### config.mk
export PLATFORM = sky130hd
export DESIGN_NAME = scratch_wr_arbiter_flat
export DESIGN_NICKNAME = d
export VERILOG_FILES = /design/src/rtl/scratch_wr_arbiter_if.sv /design/src/rtl/scratch_wr_arbiter.sv /design/src/flat_wrapper.sv
export SDC_FILE = /design/constraint.sdc
export NUM_CORES = 1
export LEC_CHECK = 0
export ABC_AREA = 1
export ABC_CLOCK_PERIOD_IN_PS = 10350
export BUFFER_PORTS_ARGS = -buffer_cell sky130_fd_sc_hd__buf_2
export CORE_AREA = 5 5 484 247
export DETAILED_ROUTE_END_ITERATION = 6
export DIE_AREA = 0 0 489 252
export PLACE_DENSITY = 0.64
export SLEW_MARGIN = 20
export SYNTH_ARGS = -nofsm -noshare
export SYNTH_HDL_FRONTEND = slang
export SYNTH_SLANG_ARGS = --single-unit
### constraint.sdc
create_clock -name clock -period 10.35 [get_ports clock]
set_clock_uncertainty 0.1 [all_clocks]
set_input_delay 0 -clock clock [delete_from_list [all_inputs] [get_ports clock]]
set_output_delay 0 -clock clock [all_outputs]
set_load 0.005 [all_outputs]
### src/rtl/scratch_wr_arbiter_if.sv
// Write-request and scratch-memory write-port bundle for scratch_wr_arbiter.
// The arbiter takes the slave modport; the engines/memory side takes master.
interface scratch_wr_arbiter_if #(
  parameter int unsigned AW = 16,
  parameter int unsigned DW = 128
);
  logic          c0_wr_valid;
  logic          c0_wr_ready;
  logic [AW-1:0] c0_wr_addr;
  logic [DW-1:0] c0_wr_data;
  logic          c1_wr_valid;
  logic          c1_wr_ready;
  logic [AW-1:0] c1_wr_addr;
  logic [DW-1:0] c1_wr_data;
  logic          scratch_mem_WE;
  logic [AW-1:0] scratch_mem_waddr;
  logic [DW-1:0] scratch_mem_wdata;
  logic          idle;

  modport master (
    output c0_wr_valid, c0_wr_addr, c0_wr_data,
    output c1_wr_valid, c1_wr_addr, c1_wr_data,
    input  c0_wr_ready, c1_wr_ready,
    input  scratch_mem_WE, scratch_mem_waddr, scratch_mem_wdata, idle
  );

  modport slave (
    input  c0_wr_valid, c0_wr_addr, c0_wr_data,
    input  c1_wr_valid, c1_wr_addr, c1_wr_data,
    output c0_wr_ready, c1_wr_ready,
    output scratch_mem_WE, scratch_mem_waddr, scratch_mem_wdata, idle
  );
endinterface

### src/rtl/scratch_wr_arbiter.sv
// Two-client scratch-memory write arbiter: per-client FIFOs serialised onto one registered
// write port. Define SCRATCH_WR_ARB_FIXED_PRIO_EN for fixed client-0 priority (default RR).
module scratch_wr_arbiter #(
  parameter int unsigned FIFO_DEPTH = 4,
  parameter int unsigned AW         = 16,
  parameter int unsigned DW         = 128
) (
  input logic                 clock,
  input logic                 reset,
  scratch_wr_arbiter_if.slave bus
);

  localparam int unsigned PW = $clog2(FIFO_DEPTH);
  localparam int unsigned CW = PW + 1;
  localparam int unsigned EW = AW + DW;
  localparam logic [CW-1:0] CntFull = CW'(FIFO_DEPTH);

  logic [EW-1:0] mem_q  [2][FIFO_DEPTH];
  logic [PW-1:0] wptr_q [2];
  logic [PW-1:0] rptr_q [2];
  logic [CW-1:0] cnt_q  [2];
  logic [EW-1:0] wentry [2];
  logic [EW-1:0] head;

  logic [1:0] valid;
  logic [1:0] ready;
  logic [1:0] push;
  logic [1:0] nempty;
  logic [1:0] gnt;

  logic          we_q;
  logic [AW-1:0] waddr_q;
  logic [DW-1:0] wdata_q;

  always_comb begin
    valid     = {bus.c1_wr_valid, bus.c0_wr_valid};
    wentry[0] = {bus.c0_wr_addr, bus.c0_wr_data};
    wentry[1] = {bus.c1_wr_addr, bus.c1_wr_data};
    nempty    = '0;
    ready     = '0;
    for (int i = 0; i < 2; i++) begin
      nempty[i] = (cnt_q[i] != '0);
      // Ready is a function of count only; held low while reset is asserted.
      ready[i]  = reset & (cnt_q[i] != CntFull);
    end
    push = valid & ready;
  end

`ifdef SCRATCH_WR_ARB_FIXED_PRIO_EN
  always_comb begin
    gnt[0] = nempty[0];
    gnt[1] = nempty[1] & ~nempty[0];
  end
`else
  logic rr_q;

  always_comb begin
    gnt[0] = nempty[0] & (~nempty[1] | ~rr_q);
    gnt[1] = nempty[1] & (~nempty[0] | rr_q);
  end

  // After a grant the other client gets priority.
  always_ff @(posedge clock or negedge reset) begin
    if (!reset) begin
      rr_q <= 1'b0;
    end else if (|gnt) begin
      rr_q <= gnt[0];
    end
  end
`endif

  assign head = gnt[1] ? mem_q[1][rptr_q[1]] : mem_q[0][rptr_q[0]];

  // Storage needs no reset: entries are only read when the count says they are valid.
  always_ff @(posedge clock) begin
    for (int i = 0; i < 2; i++) begin
      if (push[i]) begin
        mem_q[i][wptr_q[i]] <= wentry[i];
      end
    end
  end

  always_ff @(posedge clock or negedge reset) begin
    if (!reset) begin
      for (int i = 0; i < 2; i++) begin
        wptr_q[i] <= '0;
        rptr_q[i] <= '0;
        cnt_q[i]  <= '0;
      end
      we_q    <= 1'b0;
      waddr_q <= '0;
      wdata_q <= '0;
    end else begin
      for (int i = 0; i < 2; i++) begin
        if (push[i]) begin
          wptr_q[i] <= wptr_q[i] + 1'b1;
        end
        if (gnt[i]) begin
          rptr_q[i] <= rptr_q[i] + 1'b1;
        end
        if (push[i] && !gnt[i]) begin
          cnt_q[i] <= cnt_q[i] + 1'b1;
        end else if (!push[i] && gnt[i]) begin
          cnt_q[i] <= cnt_q[i] - 1'b1;
        end
      end
      we_q <= |gnt;
      if (|gnt) begin
        {waddr_q, wdata_q} <= head;
      end
    end
  end

  assign bus.c0_wr_ready       = ready[0];
  assign bus.c1_wr_ready       = ready[1];
  assign bus.scratch_mem_WE    = we_q;
  assign bus.scratch_mem_waddr = waddr_q;
  assign bus.scratch_mem_wdata = wdata_q;
  assign bus.idle              = ~|nempty & ~we_q;

endmodule

### src/flat_wrapper.sv
// flat-port wrapper written by rule: the top's interface ports become plain ports
module scratch_wr_arbiter_flat 
#(
  parameter int unsigned FIFO_DEPTH = 4,
  parameter int unsigned AW         = 16,
  parameter int unsigned DW         = 128
)
  (clock, reset, bus_c0_wr_valid, bus_c0_wr_addr, bus_c0_wr_data, bus_c1_wr_valid, bus_c1_wr_addr, bus_c1_wr_data, bus_c0_wr_ready, bus_c1_wr_ready, bus_scratch_mem_WE, bus_scratch_mem_waddr, bus_scratch_mem_wdata, bus_idle);
  scratch_wr_arbiter_if #(.AW(AW), .DW(DW)) bus_i ();
  input logic clock;
  input logic reset;
  input wire logic [$bits(bus_i.c0_wr_valid)-1:0] bus_c0_wr_valid;
  input wire logic [$bits(bus_i.c0_wr_addr)-1:0] bus_c0_wr_addr;
  input wire logic [$bits(bus_i.c0_wr_data)-1:0] bus_c0_wr_data;
  input wire logic [$bits(bus_i.c1_wr_valid)-1:0] bus_c1_wr_valid;
  input wire logic [$bits(bus_i.c1_wr_addr)-1:0] bus_c1_wr_addr;
  input wire logic [$bits(bus_i.c1_wr_data)-1:0] bus_c1_wr_data;
  output wire logic [$bits(bus_i.c0_wr_ready)-1:0] bus_c0_wr_ready;
  output wire logic [$bits(bus_i.c1_wr_ready)-1:0] bus_c1_wr_ready;
  output wire logic [$bits(bus_i.scratch_mem_WE)-1:0] bus_scratch_mem_WE;
  output wire logic [$bits(bus_i.scratch_mem_waddr)-1:0] bus_scratch_mem_waddr;
  output wire logic [$bits(bus_i.scratch_mem_wdata)-1:0] bus_scratch_mem_wdata;
  output wire logic [$bits(bus_i.idle)-1:0] bus_idle;
  assign bus_i.c0_wr_valid = bus_c0_wr_valid;
  assign bus_i.c0_wr_addr = bus_c0_wr_addr;
  assign bus_i.c0_wr_data = bus_c0_wr_data;
  assign bus_i.c1_wr_valid = bus_c1_wr_valid;
  assign bus_i.c1_wr_addr = bus_c1_wr_addr;
  assign bus_i.c1_wr_data = bus_c1_wr_data;
  assign bus_c0_wr_ready = bus_i.c0_wr_ready;
  assign bus_c1_wr_ready = bus_i.c1_wr_ready;
  assign bus_scratch_mem_WE = bus_i.scratch_mem_WE;
  assign bus_scratch_mem_waddr = bus_i.scratch_mem_waddr;
  assign bus_scratch_mem_wdata = bus_i.scratch_mem_wdata;
  assign bus_idle = bus_i.idle;
  scratch_wr_arbiter #(.FIFO_DEPTH(FIFO_DEPTH), .AW(AW), .DW(DW)) u_core (.clock(clock), .reset(reset), .bus(bus_i));
endmodule
==> metrics.yaml <==
status: "finished, final reports clean"
ant_nets: 0
place_area_um2: 54600
power_frac_seq_pct: 41.0
io_pins: 440
cts_buffer_depth: 3
initial_core_util_pct: 44.7
end_kind: "flip-flop"
dp_cells: 6003
hold_path_class: "input pin to flip-flop"
cts_root_buffer: "clkbuf_16"
grt_max_degree: 135
min-delay-start: "bus_c1_wr_addr[4]"
fillers: 9235
stdcell_area_um2: 64500
firstDrtPassIters: 6
synth_fp_nets: 4553
syn_inst: 4249
drc_errors: 0
drv_slew: 0
drt-total-wl_um: 142000
p_switching_mw: 6.20
grt_pass1_wl_um: 213000
ff_latch_area_um2: 38600
crit_fanout: 130
final_nets: 5473
multi_input_area_um2: 11300
post-cts-setup-buffers: 0
worstPathRequired_ps: 10900
final_layout_size_suffix_gt1_share_pct: 12.9
cp-startpoint: "u_core.rptr_q[0]"
dp_hpwl_um: 75500
syn2layout_area_growth_pct: 25.9
fin_tns_setup_ps: 0
drt_iter0_drc: 2934
post-route-min-period_ps: 4000
htree_levels: 3
cts_sinks: 1312
post_cts_resized: 0
grt_pass1_vias: 35800
sw_frac_of_total_pct: 35.9
pwr-share-comb_pct: 32.2
timing.final.ws_setup_ps: 6350
routed_via_density: 5.21
cap_violations: 0
r2r_start: "u_core.rptr_q[0]"
synth_cell_types: 22
internal-power_mw: 11.1
grt_overflow: 0
yosysWarnings: 0
p_total_mw: 17.3
row_count: 88
ctsHoldBuffers: 575
cp-start-kind: "flip-flop"
worst_pin_slew_ps: 1130
cp.arrival_ps: 4560
core_area_um2: 115000
p_leak_nw: 24.5
max_slew_margin_pct: 24.9
dieWidth_um: 489
port_buffers: 439
stdcell_count: 6825
ir_drop_mv: 0.187
vias: 35600
tritoncts: "built"
clkPwrFrac_pct: 26.8
worstSetupPathType: "flip-flop to flip-flop"
max_freq_ghz: 0.250
ys_ff_latch: 1312
post-route-util_pct: 56.3
dieHeight_um: 252
cts.clk_slew.worst_paths_ps: 60
whs_ps: 21.2
cts_made_buffers: 117
synth_area_um2: 51300
gp_congestion: 0.765
grt.total_usage_pct: 22.7
routedWlPerCell_um: 20.8
finalHoldViolations: 0
avgSynthCellArea_um2: 12.1
die-area_um2: 123000
p_per_area_nw_per_um2: 268
antenna_found_initial: 30
pre_cts_slack_ps: 6470
setup_viol: 0
synth_seq_area_share_pct: 75.3
rsz0062_at_grt: "no"
insertion_delay_ps: 720
finalCritPeriodShare_pct: 38.7
-- placed cells by master (no fill, tap or decap), types with 5 or more instances in the layout --
cell type | Yosys | routed
edfxtp_1 | 1152 | 1152
clkinv_1 | 0 | 24
buf_2 | 123 | 438
dlygate4sd3_1 | 0 | 575
nand3_1 | 580 | 580
clkbuf_1 | 74 | 20
diode_2 | 0 | 21
clkbuf_16 | 0 | 120
ha_1 | 10 | 10
nand2_1 | 1167 | 1164
nor2_4 | 0 | 8
inv_6 | 0 | 6
nor2_1 | 591 | 583
clkinvlp_4 | 0 | 5
buf_12 | 0 | 8
dfrtp_1 | 160 | 156
o21ai_1 | 25 | 25
xor2_1 | 8 | 8
bufinv_16 | 0 | 20
clkinv_2 | 0 | 21
clkbuf_8 | 0 | 11
o21ai_0 | 265 | 265
buf_4 | 47 | 28
inv_1 | 22 | 22
-- cell usage after synthesis, drive strengths merged --
master | n | share of area (%)
clkbuf | 74 | 0.54
xnor2 | 2 | 0.034
edfxtp | 1152 | 67
dfrtp | 160 | 7.8
o21ai | 290 | 2.8
ha | 10 | 0.24
nand3 | 580 | 5.7
buf | 177 | 2.0
xor2 | 8 | 0.14
o211ai | 2 | 0.029
a31oi | 2 | 0.024
nor2 | 591 | 4.3
nand2 | 1167 | 8.5
inv | 29 | 0.22
fa | 2 | 0.078
a21oi | 3 | 0.029
-- kinds of logic (layout without fill, tap and decap cells) --
group	Yosys count	in the layout	share of synthesized area (%)
other cells	0	21	0
buf+inv	280	1305	2.76
flops	1312	1312	75.3
xor+xnor	10	10	0.171
fa+ha+maj	12	12	0.322
compound gates	297	297	2.91
simple gates	2338	2338	18.5
-- flip-flops by register name, summed over array words and instances (netlist names) --
name and flops:
u_core.mem_q 1152, u_core.bus.scratch_mem_wdata 128, u_core.rptr_q 4, u_core.bus.scratch_mem_WE 1, u_core.bus.scratch_mem_waddr 16, u_core.cnt_q 6, u_core.rr_q 1, u_core.wptr_q 4
-- worst max-delay path, stage by stage, from the launching register on --
cell     delay [ps]
dfrtp_4         710
inv_8           600
buf_4           800
buf_4           870
nand2_1         150
nand3_1         130
nand3_1         100
nand2_1         100
nand2_1          70
nand2_1          60
-- path summary, 6_finish.rpt --
check	cells after the start	endpoint	slack (ps)
min in group asynchronous	4	u_core.wptr_q[3]	450
worst max-delay path	9	u_core.bus.scratch_mem_wdata[68]	6350
worst max register to register	9	u_core.bus.scratch_mem_wdata[68]	6350
worst min register to register	2	u_core.bus.scratch_mem_wdata[24]	370
max in group asynchronous	4	u_core.rptr_q[2]	8880
worst min-delay path	2	u_core.mem_q[0][1140]	20
-- power by group through the flow --
stage          combinational (mW)  sequential (mW)  clock (mW)
3_5_place_dp                 5.39             7.18           0
3_3_place_gp                 5.26             7.16           0
4_1_cts                      5.59             7.08        4.68
2_1_floorplan                3.65             7.11           0
6_report                     5.56             7.08        4.62
5_1_grt                      6.23             7.15        4.91
-- routing by layer --
| layer | GRT usage (%) | wire [µm] | up-vias |
|---|---|---|---|
| li1 | - | - | 16600 |
| met1 | 28.6 | 56300 | 17500 |
| met2 | 39.8 | 72300 | 1220 |
| met3 | 3.48 | 8390 | 270 |
| met4 | 8.94 | 5110 | 12 |
| met5 | 0 | 81 | - |
-- layout make-up --
cell class	instances	area share [%]
diodes	21	0.0814
clock buffers	150	4.98
clock inverters	74	1.36
inverters	29	0.215
multi-input cells	2657	17.6
flip-flops and latches	1312	59.8
well taps	1530	2.97
repair buffers	1052	13.0
(Power assumes the default switching activity.)
